## config.mk

```make
export PLATFORM = sky130hd
export DESIGN_NAME = obstacle_lane_flat
export DESIGN_NICKNAME = d
export VERILOG_FILES = /design/src/rtl/obstacle_lane_if.sv /design/src/rtl/obstacle_lane.sv /design/src/flat_wrapper.sv
export SDC_FILE = /design/constraint.sdc
export NUM_CORES = 1
export LEC_CHECK = 0
export BUFFER_PORTS_ARGS = -buffer_cell sky130_fd_sc_hd__buf_4
export CORE_AREA = 4 4 125 127
export CTS_BUF_LIST = sky130_fd_sc_hd__clkbuf_8
export CTS_CLUSTER_DIAMETER = 50
export DETAILED_ROUTE_END_ITERATION = 16
export DIE_AREA = 0 0 129 131
export HOLD_SLACK_MARGIN = 0.06
export PLACE_DENSITY_LB_ADDON = 0.2
export SLEW_MARGIN = 0
export SYNTH_ARGS = -nofsm -noshare
export SYNTH_HDL_FRONTEND = slang
export SYNTH_SLANG_ARGS = --single-unit
export TNS_END_PERCENT = 50
```

## constraint.sdc

```tcl
create_clock -name clk -period 3 [get_ports clk]
set_clock_uncertainty 0.2 [all_clocks]
set_input_delay 0.15 -clock clk [delete_from_list [all_inputs] [get_ports clk]]
set_output_delay 0.15 -clock clk [all_outputs]
set_load 0.1 [all_outputs]
```

## src/rtl/obstacle_lane_if.sv

```systemverilog
// Bus bundle between the game controller and the obstacle lane:
// frame/game control and VGA scan position in, pixel and slot status out.
interface obstacle_lane_if #(
  parameter int NUM_OBS = 3
);
  localparam int CNT_W = $clog2(NUM_OBS + 1);

  logic                 start;
  logic                 game_status;
  logic                 fresh;
  logic [3:0]           speed;
  logic [8:0]           row_addr;
  logic [9:0]           col_addr;
  logic                 px;
  logic [NUM_OBS-1:0]   active;
  logic [CNT_W-1:0]     obs_count;

  modport master (
    output start, game_status, fresh, speed, row_addr, col_addr,
    input  px, active, obs_count
  );

  modport slave (
    input  start, game_status, fresh, speed, row_addr, col_addr,
    output px, active, obs_count
  );
endinterface

```

## src/rtl/obstacle_lane.sv

```systemverilog
// Multi-obstacle scroller and renderer. Each slot holds an active flag and
// the distance it has scrolled from the right screen edge. New obstacles
// are spawned after a pseudo-random number of frame ticks, and one
// registered pixel bit is produced for the current VGA scan position.
module obstacle_lane #(
  parameter int                      NUM_OBS   = 3,
  parameter int                      SPR_W     = 60,
  parameter int                      SPR_H     = 58,
  parameter int                      Y_TOP     = 344,
  parameter int                      SCREEN_W  = 640,
  parameter int                      MIN_GAP   = 40,
  parameter int                      GAP_MASK  = 63,
  parameter logic [15:0]             LFSR_SEED = 16'hACE1,
  parameter logic [SPR_W*SPR_H-1:0]  SPRITE    = '1
) (
  input  logic            clk,
  input  logic            RESET_N,
  obstacle_lane_if.slave  bus
);

  localparam int          CNT_W   = $clog2(NUM_OBS + 1);
  localparam int          IDX_W   = $clog2(SPR_W * SPR_H);
  localparam int          END_POS = SCREEN_W + SPR_W;
  localparam logic [31:0] Y_LO    = Y_TOP;
  localparam logic [31:0] Y_HI    = Y_TOP + SPR_H;
  localparam logic [31:0] X_LO    = SCREEN_W;
  localparam logic [31:0] X_HI    = END_POS;
  localparam logic [31:0] W32     = SPR_W;

  logic [NUM_OBS-1:0] active_q, active_d;
  logic [10:0]        pos_q [NUM_OBS];
  logic [10:0]        pos_d [NUM_OBS];
  logic [15:0]        gap_q, gap_d;
  logic [15:0]        lfsr_q, lfsr_d;
  logic               px_q, px_d;

  logic               tick;
  logic               lfsrFb;
  logic               spawnFound;
  logic               rowIn;
  logic [31:0]        rowOff;
  logic [31:0]        colSum;
  logic [IDX_W-1:0]   sprIdx;
  logic [CNT_W-1:0]   countVal;

  // A frame tick only advances the lane while the game is running.
  assign tick   = bus.fresh & bus.game_status;
  assign lfsrFb = lfsr_q[15] ^ lfsr_q[13] ^ lfsr_q[12] ^ lfsr_q[10];

  // Lane state registers; reset clears every slot and restarts the spawn timer.
  always_ff @(posedge clk or negedge RESET_N) begin
    if (!RESET_N) begin
      active_q <= '0;
      pos_q    <= '{default: '0};
      gap_q    <= 16'(MIN_GAP);
      lfsr_q   <= LFSR_SEED;
      px_q     <= 1'b0;
    end else begin
      active_q <= active_d;
      pos_q    <= pos_d;
      gap_q    <= gap_d;
      lfsr_q   <= lfsr_d;
      px_q     <= px_d;
    end
  end

  // Next lane state: start clears, a tick scrolls/retires/spawns from pre-tick state, else hold.
  always_comb begin
    active_d   = active_q;
    pos_d      = pos_q;
    gap_d      = gap_q;
    lfsr_d     = lfsr_q;
    spawnFound = 1'b0;
    if (bus.start) begin
      active_d = '0;
      pos_d    = '{default: '0};
      gap_d    = 16'(MIN_GAP);
      lfsr_d   = LFSR_SEED;
    end else if (tick) begin
      for (int i = 0; i < NUM_OBS; i++) begin
        if (active_q[i]) begin
          pos_d[i] = pos_q[i] + 11'(bus.speed);
          if (pos_d[i] >= 11'(END_POS)) begin
            active_d[i] = 1'b0;
          end
        end
      end
      if (gap_q == '0) begin
        for (int i = 0; i < NUM_OBS; i++) begin
          if (!active_q[i] && !spawnFound) begin
            spawnFound  = 1'b1;
            active_d[i] = 1'b1;
            pos_d[i]    = '0;
          end
        end
        if (spawnFound) begin
          gap_d = 16'(MIN_GAP) + {8'h00, lfsr_q[7:0] & 8'(GAP_MASK)};
        end
      end else begin
        gap_d = gap_q - 16'd1;
      end
      lfsr_d = {lfsr_q[14:0], lfsrFb};
    end
  end

  // Pixel lookup: col+pos lands inside [SCREEN_W, SCREEN_W+SPR_W) for a visible slot, so no wrap is possible.
  always_comb begin
    px_d   = 1'b0;
    rowOff = 32'(bus.row_addr) - Y_LO;
    rowIn  = (32'(bus.row_addr) >= Y_LO) && (32'(bus.row_addr) < Y_HI);
    colSum = '0;
    sprIdx = '0;
    for (int i = 0; i < NUM_OBS; i++) begin
      colSum = 32'(bus.col_addr) + 32'(pos_q[i]);
      if (active_q[i] && rowIn && (colSum >= X_LO) && (colSum < X_HI)) begin
        sprIdx = IDX_W'((colSum - X_LO) + (rowOff * W32));
        if (SPRITE[sprIdx]) begin
          px_d = 1'b1;
        end
      end
    end
  end

  // Number of occupied slots for the collision logic.
  always_comb begin
    countVal = '0;
    for (int i = 0; i < NUM_OBS; i++) begin
      countVal = countVal + CNT_W'(active_q[i]);
    end
  end

  assign bus.px        = px_q;
  assign bus.active    = active_q;
  assign bus.obs_count = countVal;

endmodule
```

## src/flat_wrapper.sv

```systemverilog
// flat-port wrapper written by rule: the top's interface ports become plain ports
module obstacle_lane_flat 
#(
  parameter int                      NUM_OBS   = 3,
  parameter int                      SPR_W     = 60,
  parameter int                      SPR_H     = 58,
  parameter int                      Y_TOP     = 344,
  parameter int                      SCREEN_W  = 640,
  parameter int                      MIN_GAP   = 40,
  parameter int                      GAP_MASK  = 63,
  parameter logic [15:0]             LFSR_SEED = 16'hACE1,
  parameter logic [SPR_W*SPR_H-1:0]  SPRITE    = '1
)
  (clk, RESET_N, bus_start, bus_game_status, bus_fresh, bus_speed, bus_row_addr, bus_col_addr, bus_px, bus_active, bus_obs_count);
  obstacle_lane_if #(.NUM_OBS(NUM_OBS)) bus_i ();
  input  logic clk;
  input  logic RESET_N;
  input wire logic [$bits(bus_i.start)-1:0] bus_start;
  input wire logic [$bits(bus_i.game_status)-1:0] bus_game_status;
  input wire logic [$bits(bus_i.fresh)-1:0] bus_fresh;
  input wire logic [$bits(bus_i.speed)-1:0] bus_speed;
  input wire logic [$bits(bus_i.row_addr)-1:0] bus_row_addr;
  input wire logic [$bits(bus_i.col_addr)-1:0] bus_col_addr;
  output wire logic [$bits(bus_i.px)-1:0] bus_px;
  output wire logic [$bits(bus_i.active)-1:0] bus_active;
  output wire logic [$bits(bus_i.obs_count)-1:0] bus_obs_count;
  assign bus_i.start = bus_start;
  assign bus_i.game_status = bus_game_status;
  assign bus_i.fresh = bus_fresh;
  assign bus_i.speed = bus_speed;
  assign bus_i.row_addr = bus_row_addr;
  assign bus_i.col_addr = bus_col_addr;
  assign bus_px = bus_i.px;
  assign bus_active = bus_i.active;
  assign bus_obs_count = bus_i.obs_count;
  obstacle_lane #(.NUM_OBS(NUM_OBS), .SPR_W(SPR_W), .SPR_H(SPR_H), .Y_TOP(Y_TOP), .SCREEN_W(SCREEN_W), .MIN_GAP(MIN_GAP), .GAP_MASK(GAP_MASK), .LFSR_SEED(LFSR_SEED), .SPRITE(SPRITE)) u_core (.clk(clk), .RESET_N(RESET_N), .bus(bus_i));
endmodule
```

# Yosys cells after proc, flatten, opt, wreduce, memory -nomap -nowiden
# Memory sizes are Yosys's and may differ from the RTL's.
# Cells that the tools add are included.
[totals] wordCells=114 memories=3 input_bits=28 regBits=69 output_inout_bits=6 rom_bits=12288
[memory_table] name="(no name shown)" depth=4096 word_bits=1 rd=1 rd_ports_with_merged_regs=0 wr=0 line_no="obstacle_lane.sv:117" source="if (SPRITE[sprIdx]) begin"
[memory_table] name="(no name shown)" depth=4096 word_bits=1 rd=1 rd_ports_with_merged_regs=0 wr=0 line_no="obstacle_lane.sv:117"
[memory_table] name="(no name shown)" depth=4096 word_bits=1 rd=1 rd_ports_with_merged_regs=0 wr=0 line_no="obstacle_lane.sv:117"
[classes] multipliers=1 addsub=17 bitwise_logic=4 order_cmp=14 reduce_logical=19 mux=48 n_eq_ne=1
[ops] cell="33-bit 2-to-1 mux" count=3
[ops] cell="32-bit by 10-bit >= comparator with 1-bit output, second input constant" count=3
[ops] cell="32-bit by 10-bit less-than comparator with 1-bit output, second input constant" count=3
[ops] cell="16-bit 2-to-1 mux" count=6
[ops] cell="11-bit 2-to-1 mux" count=6
[ops] cell="12-bit by 13-bit less-than comparator with 1-bit output, second input constant" count=3
[ops] cell="10-bit by 11-bit adder with 12-bit output" count=3
[ops] cell="12-bit adder" count=3
[ops] cell="12-bit by 10-bit subtractor with 12-bit output, second input constant" count=3
[ops] cell="11-bit by 4-bit adder with 11-bit output" count=3
[ops] cell="11-bit by 10-bit >= comparator with 1-bit output, second input constant" count=3
[ops] cell="32-bit by 4-bit multiplier with 10-bit output, second input constant" count=1
[ops] cell="1-bit 2-to-1 mux" count=30
[ops] cell="16-bit logical NOT" count=1
[ops] cell="16-bit by 1-bit subtractor with 16-bit output, second input constant" count=1
[ops] cell="1-bit logical AND" count=12
[ops] cell="9-bit by 9-bit subtractor with 10-bit output, second input constant" count=1
[ops] cell="9-bit >= comparator, second input constant" count=1
[ops] cell="9-bit less-than comparator, second input constant" count=1
[ops] cell="3-bit 2-to-1 mux" count=3
[ops] cell="6-bit by 6-bit adder with 7-bit output, first input constant" count=1
[ops] cell="1-bit logical NOT" count=4
[ops] cell="3-bit != test, second input constant" count=1
[ops] cell="1-bit bitwise XOR" count=3
[ops] cell="5 further kinds" count=5

# Logic depth before layout (Yosys ltp)
# Gate-level depths: netlist (run 1).
[logic_depth] depth_word=20 mapped_depth=10 mapped_depth_nobuf=10

# Worst setup path before layout (run 1)
# Ideal clock, no wire load.
[synth_path] path_kind="reg2reg" start="register u_core.active_q[2] (netlist: u_core.bus.active[2])" end="register u_core.gap_q[11]" path_stages_with_launch=8 t_arrival_ns=2.202 synth_period_minus_slack_ns=2.532 setup_slack_ns=0.468 required_time_ns=2.670 setup_ns=0.130 path_buffers=1 cell_sequence="dfrtp_1 -> clkbuf_1 -> nand4b_1 -> o41ai_4 -> nand3b_2 -> nor4_1 -> xnor2_1 -> nor2_1"
[synth_via] elab_chain_len=8
[synth_lines] element="start: declaration" line_no="obstacle_lane.sv:30" source="logic [NUM_OBS-1:0] active_q, active_d;"
[synth_lines] element="start signal: assignment" line_no="obstacle_lane.sv:59" source="active_q <= active_d;"
[synth_lines] element="1-bit logical NOT" line_no="obstacle_lane.sv:90" source="if (!active_q[i] && !spawnFound) begin"
[synth_lines] element="1-bit logical AND" line_no="obstacle_lane.sv:90"
[synth_lines] element="1-bit 2-to-1 mux" line_no="obstacle_lane.sv:90"
[synth_lines] element="1-bit 2-to-1 mux" line_no="obstacle_lane.sv:88" source="if (gap_q == '0) begin"
[synth_lines] element="1-bit 2-to-1 mux" line_no="obstacle_lane.sv:79" source="end else if (tick) begin"
[synth_lines] element="1-bit 2-to-1 mux" line_no="obstacle_lane.sv:74" source="if (bus.start) begin"
[synth_lines] element="3-bit != test (no line)"
[synth_lines] element="2-bit AND reduction (no line)"
[synth_lines] element="end signal: assignment" line_no="obstacle_lane.sv:55" source="gap_q <= 16'(MIN_GAP);"
[synth_lines] element="end signal: assignment" line_no="obstacle_lane.sv:61" source="gap_q <= gap_d;"
[synth_lines] element="end: declaration" line_no="obstacle_lane.sv:33" source="logic [15:0] gap_q, gap_d;"
# Every way passes these cells. The select of a mux whose other input is x is not followed.
# A chain may end at the register's enable or synchronous reset.

# Worst setup path after layout (run 1)
[layout_path] start="register u_core.pos_q[0] in the netlist's numbering" end="register u_core.px_q (netlist: u_core.bus.px)"
[layout_via] elab_chain_len=7 word_cells_on_any_way=11 classes_between="3 x add/sub; 2 x order compare; 3 x mux; 2 x reduce/logical; 1 x memory"
[layout_lines] element="start: declaration" line_no="obstacle_lane.sv:31" source="logic [10:0] pos_q [NUM_OBS];"
[layout_lines] element="start signal: assignment" line_no="obstacle_lane.sv:60" source="pos_q <= pos_d;"
[layout_lines] element="10-bit by 11-bit adder with 12-bit output (*)" line_no="obstacle_lane.sv:114" source="colSum = 32'(bus.col_addr) + 32'(pos_q[i]);"
[layout_lines] element="12-bit by 10-bit subtractor with 12-bit output" line_no="obstacle_lane.sv:116" source="sprIdx = IDX_W'((colSum - X_LO) + (rowOff * W32));"
[layout_lines] element="12-bit adder" line_no="obstacle_lane.sv:116"
[layout_lines] element="memory read 4096 x 1 bit"
[layout_lines] element="1-bit 2-to-1 mux (implied by the code)" line_no="obstacle_lane.sv:117"
[layout_lines] element="1-bit 2-to-1 mux" line_no="obstacle_lane.sv:117"
[layout_lines] element="1-bit 2-to-1 mux (*)" line_no="obstacle_lane.sv:115" source="if (active_q[i] && rowIn && (colSum >= X_LO) && (colSum < X_HI)) begin"
[layout_lines] element="named net u_core.px_d" line_no="obstacle_lane.sv:35" source="logic px_q, px_d;"
[layout_lines] element="end signal: assignment" line_no="obstacle_lane.sv:63" source="px_q <= px_d;"
[layout_lines] element="end: declaration" line_no="obstacle_lane.sv:35"
# The timed path passes the listed nets; every way through them passes the cells marked *. The select of a mux whose other input is x is not followed.

==> results.md, run 1 <==
* DRC at 0
* Status: finished clean
* Antenna violations before repair at 0
* Multiplexer share of the synthesized area at 2.03%
* Finished Layout Cells at 867
* Vias per Instance at 5.67
* GR Overflow Total at 0
* H-tree depth at 3
* Area share of and/or/nand/nor cells after synthesis at 22.5%
* Max Cap Viol at 0
* Hold path depth at 3
* Final setup margin at 200 ps
* Worst IR drop on VDD at 0.454 mV
* Register bit count reported by yosys at 69
* Critical path required time at between 3000 and 4000 ps
* DP Worst Slack at 211 ps
* Die area at 16900 µm²
* Share of layout cells above drive strength 1 at 12.3%
* Synth Area in Adders at 12.3%
* Post-CTS setup buffers at 0
* Slowest cell delay on critical path at 410 ps
* Clock Path Buffers at 2
* Syn Std Cell Area at 5620 µm²
* Switch share at 28.7%
* Initial Util at 38.9%
* Synth-to-layout area growth at 11.5%
* Int Power at around 1.6 mW
* Synth area leaders: dfrtp_1 (26%), ha_1 (9.8%), dfstp_2 (4.7%)
* Gr usage total at 17.7%
* Fin. Hold Viols at 0
* Fin util at a little over two fifths
* CTS tree: built
* Comb power frac at 15.0%
* DRT Wirelength at 14.3 mm
* Leakage power at 2.77 nW
* Synth top area share at 26.3%
* EDFF count, synth at 0
* Critical Path End Type: register
* Setup TNS at 0 ps
* Min Tclk post-route at 2800 ps
* Cell taking the most area after synthesis: dfrtp_1
* Xor-xnor portion of the synthesized cell area at between 5 and 6%
* Sink Count at 69
* Initial drt markers at 353
* Via count at 4912
* Fin Hold WS at 99.2 ps
* FP Rows at 44
* # diodes at 0
* Distinct cells, synth at 76
* Drt wl/cell at ~16 µm
* Routability cong. at 0.876
* Clk slew on worst S/H paths at 80 ps
* Clk network pwr share at 40.7%
* Final period util at 93.3%
* Final setup vio count at 0
* Unrepaired setup endpoints after global routing: false
* CTS Buf Count at 9
* Total power at 2.23 mW
* Syn nets at ~730
* Root Driver: clkbuf_8
* Sequential fraction of the synthesis area at 31.0%
* Placed instance area at 6000 µm²
* Part of the power in registers at 44.3%
* Placed cell count at 848
* Die width at between 100 and 150 µm
* Compound-gate portion of the synthesized area at 23.0%
* Final ANT Viol Nets at 0
* Core Footprint at 14400 µm²
* CP Launch Type: register
* DP HPWL at 10.5 mm
* CP arrival at roughly 2900 ps
* Largest net degree at the start of global routing at 70
* First-pass GRT wire length at 24.0 mm
* Design area at around 6300 µm²
* Slew Limit Fails at 0
* NetSw at 0.640 mW
* Mapped Cells at 655
* Drt pass-1 iters at 5
* Nets at roughly 760
* Worst Hold Class: primary input to register
* Worst-margin pin slew at 947 ps
* PwrDens at 356 nW/µm²
* Avg Synthesized Cell Area at between 8 and 9 µm²
* Number of synthesis warnings at 0
* Num ports at 34
* Largest family of logic cells by synthesized area: compound AO/OA/AOI/OAI gates
* Crit Path Max Fanout at 4
* CP Class: register to register
* Async SR Flop Fraction at between 90% and 100%
* Worst slew margin at a little under two fifths
* Vias in the first global route at roughly 4.7k
* Clock Latency Late Sink at 360 ps
* Highest clock rate at 357 MHz
* Worst Reg-to-Reg Cells at 9
* Die H at 131 µm
* # port buffers at 32
* CP max stage cell: fa_1
* CP Cell Sequence: ha_1 > fa_1 > a21o_1 > a22oi_1 > and2_1 > o221ai_1 > nor3_1 > o32ai_1 > a41o_1
* Main synth FF type: dfrtp_1
-- layout make-up --
type | instances | area [µm²]
clock buffer | 10 | 138
multi-input combinational | 534 | 3660
timing repair buffer | 42 | 323
fill | 1424 | 8160
inverter | 22 | 82.6
clock inverter | 6 | 93.8
sequential | 69 | 1740
tap | 184 | 230
-- placed cells by master (no fill, tap or decap), types with 8 or more instances in the layout --
cell type	count
a211oi_1	8
a21o_1	17
a21oi_1	48
a22oi_1	26
buf_4	39
clkbuf_8	10
dfrtp_1	59
dfstp_2	10
ha_1	44
inv_1	22
mux2i_1	8
nand2_1	66
nand2b_1	8
nand3_1	17
nand3b_1	10
nand4_1	8
nor2_1	67
nor3_1	18
o21ai_0	30
or3_1	9
xnor2_1	20
xor2_1	14
-- cell usage after synthesis (5+ instances only) --
library cell	number
a211oi_1	8
a21o_1	17
a21oi_1	48
a22oi_1	26
a31oi_1	6
and2_1	7
and3_1	6
buf_2	5
clkbuf_1	19
dfrtp_1	59
dfstp_2	10
fa_1	7
ha_1	44
inv_1	22
mux2i_1	8
nand2_1	66
nand2b_1	8
nand3_1	17
nand3b_1	10
nand4_1	8
nor2_1	67
nor2b_1	6
nor3_1	18
nor3b_1	5
o21ai_0	30
or3_1	9
xnor2_1	20
xor2_1	14
-- cells by family (layout without fill, tap and decap cells) --
logic type	after synthesis	after routing
buffers and inverters	52	80
muxes	11	11
xor gates and xnor gates	34	34
AOI/OAI and AO/OA	189	189
adders and majority gates	51	51
DFF	69	69
and+or+nand+nor	249	249
-- sequential cells by signal, summed over array words and instances, names as in the netlist --
name / flops
u_core.bus.active: 3
u_core.lfsr_q: 16
u_core.gap_q: 16
u_core.pos_q: 33
u_core.bus.px: 1
-- worst max-delay path, delay by kind of cell, from the launching register on --
family	cells	cell delay (ps)
compound gates	5	990
fa+ha+maj	2	650
simple gates	2	450
flops	1	400
-- routing by layer --
metal  wire length, µm  global-route usage (%)  vias up  share of wire, %
li1                  -                       -     2444                 -
met1              6910                    24.6     2343                48
met2              6450                    27.9      108                45
met3               660                    4.51       17               4.6
met4               248                    4.32        0               1.7
met5                 0                       0        -                 0
-- repair_timing --
item	4_1_cts	5_1_grt
resized for setup	0	0
endpoints found under the setup margin	0	0
hold buffers	3	0
endpoints found under the hold margin	65	0
-- final timing paths --
path / startpoint / endpoint / slack, ps
hold reg to reg: u_core.lfsr_q[11] / u_core.lfsr_q[11] / 290
setup / recovery: u_core.pos_q[0] / u_core.bus.px / 200
setup reg to reg: u_core.pos_q[0] / u_core.bus.px / 200
max in group asynchronous: RESET_N / u_core.gap_q[2] / 1710
hold / removal: bus_speed[1] / u_core.pos_q[23] / 100
min in group asynchronous: RESET_N / u_core.pos_q[12] / 260
-- power by group through the flow --
| stage | Clock [mW] | Sequential [mW] | Combinational (mW) |
|---|---|---|---|
| floorplan | 0 | 1.01 | 0.213 |
| global placement | 0 | 1.00 | 0.324 |
| detailed placement | 0 | 1.01 | 0.333 |
| CTS | 0.942 | 0.988 | 0.338 |
| global route | 0.978 | 0.992 | 0.377 |
| finish | 0.907 | 0.988 | 0.334 |
No activity file was read; power rests on OpenSTA's default activity.
==> run 2, diff against run 1 <==
--- a/config.mk
+++ b/config.mk
@@ -6,11 +6,11 @@
 export NUM_CORES = 1
 export LEC_CHECK = 0
 export BUFFER_PORTS_ARGS = -buffer_cell sky130_fd_sc_hd__buf_4
-export CORE_AREA = 4 4 125 127
+export CORE_AREA = 4 4 114 116
 export CTS_BUF_LIST = sky130_fd_sc_hd__clkbuf_8
 export CTS_CLUSTER_DIAMETER = 50
 export DETAILED_ROUTE_END_ITERATION = 16
-export DIE_AREA = 0 0 129 131
+export DIE_AREA = 0 0 118 120
 export HOLD_SLACK_MARGIN = 0.06
 export PLACE_DENSITY_LB_ADDON = 0.2
 export SLEW_MARGIN = 0
==> results.md, run 2 (synthesized netlist as in run 1, its figures left out) <==
* Part of the power in registers at 47.9%
* Core Footprint at 11900 µm²
* PwrDens at 334 nW/µm²
* Final ANT Viol Nets at 0
* Worst slew margin at 38.3%
* CP max stage cell: dlygate4sd3_1
* Fillers at 1157
* Post-CTS setup buffers at 0
* Initial drt markers at 369
* Reg with most FFs: u_core.pos_q
* Setup TNS at 0 ps
* Worst Hold Class: primary input to register
* CP Launch Type: primary input
* Die area at approximately 14000 µm²
* Drt wl/cell at 16.5 µm
* DRC at 0
* Crit Path Max Fanout at 6
* # port buffers at 32
* Comb power frac at 16.3%
* DRT Wirelength at 13.7 mm
* Die H at 120 µm
* CP Cell Sequence: dlygate4sd3_1 > buf_4 > ha_1 > inv_1 > fa_1 > nor2b_1 > o21ai_2 > a21oi_1 > o21a_1 > or4b_1 > a21boi_1 > o32ai_1
* Via count at 4960
* Unrepaired setup endpoints after global routing: false
* Slowest cell delay on critical path at about 530 ps
* Regs by FF count: u_core.pos_q (33), u_core.gap_q (16), u_core.lfsr_q (16)
* Worst IR drop on VDD at about 0.21 mV
* Root Driver: clkbuf_8
* Status: finished clean
* Highest clock rate at between 300 and 400 MHz
* Clock Latency Late Sink at 370 ps
* Routability cong. at 0.859
* Clk network pwr share at 35.8%
* Antenna violations before repair at 0
* Sequential cell area at 1740 µm²
* GR Overflow Total at 0
* Multi-input gate area at 3660 µm²
* Total power at roughly 2.1 mW
* Switch share at between 20% and 30%
* Sink Count at 69
* Slew Limit Fails at 0
* CP arrival at 2900 ps
* # diodes at 0
* Largest net degree at the start of global routing at 70
* FP Rows at 40
* Critical Path End Type: register
* Initial Util at roughly 47%
* Gr usage total at 20.1%
* CTS Buf Count at 9
* Commonest non-fill, non-tap cell in the layout: nor2_1
* NetSw at 0.598 mW
* Most frequent cells in the layout: nor2_1 (67), nand2_1 (66), dfrtp_1 (59)
* Vias in the first global route at 4751
* Num ports at 34
* Critical path required time at between 3000 and 4000 ps
* First-pass GRT wire length at approximately 23 mm
* Buf+Inv Stages, Crit Path at 3
* Leakage power at around 2.8 nW
* CP Class: primary input to register
* Max Cap Viol at 0
* Int Power at 1.47 mW
* Drt pass-1 iters at 5
* Clk slew on worst S/H paths at about 80 ps
* Hold_buf cts at 3
* Vias per Instance at 5.97
* Final setup margin at 147 ps
* Fin. Hold Viols at 0
* Kind of cell adding the most delay to the critical path: compound AO/OA/AOI/OAI gates
* Die width at about 120 µm
* H-tree depth at 3
* Worst-margin pin slew at 925 ps
* Clock Path Buffers at 2
* Min Tclk post-route at 2850 ps
* CTS tree: built
* Final period util at 95.1%
* Synth-to-layout area growth at 9.98%
* Share of layout cells above drive strength 1 at 12.1%
* Nets at 758
* # resized after CTS at 0
* DP HPWL at approximately 10 mm
* DP Worst Slack at approximately 200 ps
* Final setup vio count at 0
* Max reg flops at 33
-- run 2: cell count changes in the layout (fill, tap and decap cells not counted) --
cell / delta
bufinv_16: -1
inv_1: +2
buf_4: +1
clkinv_4: -1
inv_6: -2
clkbuf_8: -1
clkinv_2: +3
-- run 2: cell type report --
class / instances / area share, %
clock buffer: 9 / 2.01
clock inverter: 7 / 0.972
inverter: 22 / 1.34
multi-input combinational: 534 / 59.2
sequential: 69 / 28.2
tap: 147 / 2.98
timing repair buffer: 43 / 5.35
-- run 2: metal layers --
metal  vias to the layer above  routed length [µm]  global-route usage [%]
met1                      2378                6380                    27.1
met4                         0                 278                    6.89
met2                       122                6270                    32.1
li1                       2440                   -                       -
met3                        20                 791                    4.34
met5                         -                   0                       0
-- run 2: through the flow --
stage                     util (%)  std cells  instance area, µm²  hold WS [ps]
after global placement        50.1        812                5960           142
after CTS                     51.8        831                6180          81.9
final                         51.8        831                6180          99.4
after floorplan                  -        655                5620          -346
after detailed placement      50.1        812                5960           145
after global routing          51.8        831                6180           104
-- run 2: final timing paths --
| check | start | end | slack [ps] | depth (start not counted) |
|---|---|---|---|---|
| max | bus_speed[0] | u_core.bus.active[1] | 150 | 12 |
| min | bus_speed[1] | u_core.pos_q[23] | 100 | 3 |
| max reg2reg | u_core.pos_q[11] | u_core.bus.active[1] | 200 | 10 |
| min reg2reg | u_core.lfsr_q[11] | u_core.lfsr_q[11] | 290 | 2 |
| max in group asynchronous | RESET_N | u_core.lfsr_q[8] | 1730 | 2 |
| min in group asynchronous | RESET_N | u_core.pos_q[12] | 230 | 2 |
-- run 2: power groups by stage --
| stage | registers [mW] | logic (mW) | clock network (mW) |
|---|---|---|---|
| final | 0.989 | 0.336 | 0.740 |
| after global routing | 0.993 | 0.376 | 0.806 |
| after CTS | 0.988 | 0.338 | 0.770 |
| after detailed placement | 1.01 | 0.333 | 0 |
| after global placement | 1.00 | 0.323 | 0 |
| after floorplan | 1.01 | 0.213 | 0 |
-- run 2: worst reg2reg max path, delay by kind of cell (launching register included) --
kind	cells	cell delay, ps
fa+ha+maj	2	590
compound gates	5	790
buf+inv	1	60
simple gates	2	670
flops	1	380
==> run 3, diff against run 2 <==
--- a/config.mk
+++ b/config.mk
@@ -6,11 +6,11 @@
 export NUM_CORES = 1
 export LEC_CHECK = 0
 export BUFFER_PORTS_ARGS = -buffer_cell sky130_fd_sc_hd__buf_4
-export CORE_AREA = 4 4 114 116
+export CORE_AREA = 4 4 107 109
 export CTS_BUF_LIST = sky130_fd_sc_hd__clkbuf_8
 export CTS_CLUSTER_DIAMETER = 50
 export DETAILED_ROUTE_END_ITERATION = 16
-export DIE_AREA = 0 0 118 120
+export DIE_AREA = 0 0 111 113
 export HOLD_SLACK_MARGIN = 0.06
 export PLACE_DENSITY_LB_ADDON = 0.2
 export SLEW_MARGIN = 0
==> results.md, run 3 (synthesized netlist as in run 1, its figures left out) <==
* GR Overflow Total at 0
* DP Worst Slack at 234 ps
* Drt wl/cell at 16.6 µm
* Worst-margin pin slew at ~930 ps
* # resized after CTS at 0
* Design area at between 6000 and 7000 µm²
* Reg with most FFs: u_core.pos_q
* Critical path required time at 3030 ps
* Slowest cell delay on critical path at 530 ps
* Antenna violations before repair at 0
* Post-CTS setup buffers at 0
* Slew Limit Fails at 0
* Max reg flops at 33
* Placed instance area at 5950 µm²
* FP Rows at 38
* CTS Buf Count at 9
* Crit Path Max Fanout at 6
* CP max stage cell: dlygate4sd3_1
* Worst slew margin at 37.7%
* Clock Path Buffers at 2
* Fin Hold WS at 91.8 ps
* Vias in the first global route at 4937
* Largest net degree at the start of global routing at 70
* Final ANT Viol Nets at 0
* Nets at 758
* Hold path depth at 4
* Multi-input gate area at between 3000 and 4000 µm²
* Hold EP: u_core.pos_q[1]
* # port buffers at 32
* CP Launch Type: primary input
* Num ports at 34
* Clock Latency Late Sink at ~360 ps
* Regs by FF count: u_core.pos_q (33), u_core.gap_q (16), u_core.lfsr_q (16)
* Highest clock rate at about 360 MHz
* Min Tclk post-route at approximately 2800 ps
* Worst Reg-to-Reg Cells at 9
* Worst Hold Class: primary input to register
* Status: finished clean
* H-tree depth at 3
* Buf+Inv Stages, Crit Path at 3
* CP arrival at 2830 ps
* CP Class: primary input to register
* Via count at 4975
* Final setup vio count at 0
* Setup TNS at 0 ps
* DRC at 0
* # diodes at 0
* Core Footprint at 10600 µm²
* Initial drt markers at roughly 250
* Routability cong. at 0.870
* Die H at 113 µm
* Root Driver: clkbuf_8
* Die area at between 10000 and 15000 µm²
* Critical Path End Type: register
* CTS tree: built
* Hold Startpoint: bus_speed[1]
* DP HPWL at 9.95 mm
* PwrDens at 341 nW/µm²
* Reg2reg end: u_core.bus.px
* Unrepaired setup endpoints after global routing: false
* Drt pass-1 iters at 5
* Synth-to-layout area growth at 10.1%
* Most frequent cells in the layout: nor2_1 (67), nand2_1 (66), dfrtp_1 (59)
* Fin. Hold Viols at 0
* Sink Count at just under 70
* Commonest non-fill, non-tap cell in the layout: nor2_1
* Leakage power at 2.77 nW
* Critical R2R Launch: u_core.pos_q[0]
* Final setup margin at 203 ps
* Max Cap Viol at 0
* Vias per Instance at 6.04
* Die width at 111 µm
* CP Cell Sequence: dlygate4sd3_1 > buf_4 > ha_1 > inv_1 > fa_1 > nor2b_1 > o21ai_2 > a21oi_1 > o21a_1 > or4b_1 > a21boi_1 > o32ai_1
* DRT Wirelength at 13.6 mm
* Share of layout cells above drive strength 1 at between 10% and 20%
* Sequential cell area at 1740 µm²
* Initial Util at 53.0%
* Fillers at 940
* CP Launch Point: bus_speed[0]
* Reg2reg setup slack at 240 ps
* Clk slew on worst S/H paths at around 80 ps
* Worst IR drop on VDD at 0.284 mV
* Gr usage total at 22.8%
* Kind of cell adding the most delay to the critical path: buffers and inverters
* First-pass GRT wire length at 23.6 mm
* Hold_buf cts at 3
* Final period util at roughly 93%
## run 3: cell count changes in the layout (fill, tap and decap cells not counted), sizes merged
cell / delta
clkinvlp: -1
inv: -1
clkinv: +2
## run 3: cell type report
| class | count | area share (%) |
|---|---|---|
| multi-input combinational | 534 | 59.1 |
| sequential | 69 | 28.1 |
| timing repair buffer | 43 | 5.34 |
| tap | 140 | 2.83 |
| clock buffer | 9 | 2.00 |
| inverter | 22 | 1.34 |
| clock inverter | 7 | 1.21 |
## run 3: power breakdown
part	switching (mW)	internal, mW	total (mW)
Combinational	0.201	0.129	0.330
Sequential	0.0278	0.963	0.990
Clock	0.400	0.388	0.788
Total	0.629	1.48	2.11
## run 3: worst reg2reg max path, stage by stage (launching register included)
cell	delay, ps
dfrtp_1	410
ha_1	240
fa_1	420
a21o_1	190
a22oi_1	290
and2_1	220
o221ai_1	140
nor3_1	160
o32ai_1	170
a41o_1	230
## run 3: worst max path at each step
stage	end	slack [ps]	cells past startpoint
global placement	u_core.bus.px	320	9
finish	u_core.bus.active[1]	200	12
global route	u_core.bus.active[0]	60	11
CTS	u_core.bus.px	240	9
floorplan	u_core.gap_q[11]	470	7
detailed placement	u_core.bus.px	230	9
## run 3: per-stage QoR
step | power (mW) | utilization [%] | std cells
after global placement | 1.32 | 56.1 | 805
after floorplan | 1.22 | - | 655
after CTS | 2.13 | 58.3 | 824
after global routing | 2.22 | 58.3 | 824
final | 2.11 | 58.3 | 824
after detailed placement | 1.34 | 56.1 | 805
## run 3: layer usage
| metal | global-route usage [%] | vias to the layer above | wire length (µm) |
|---|---|---|---|
| li1 | - | 2444 | - |
| met2 | 38.4 | 110 | 6340 |
| met3 | 4.65 | 28 | 591 |
| met5 | 0 | - | 0 |
| met1 | 29.0 | 2393 | 6300 |
| met4 | 9.03 | 0 | 402 |
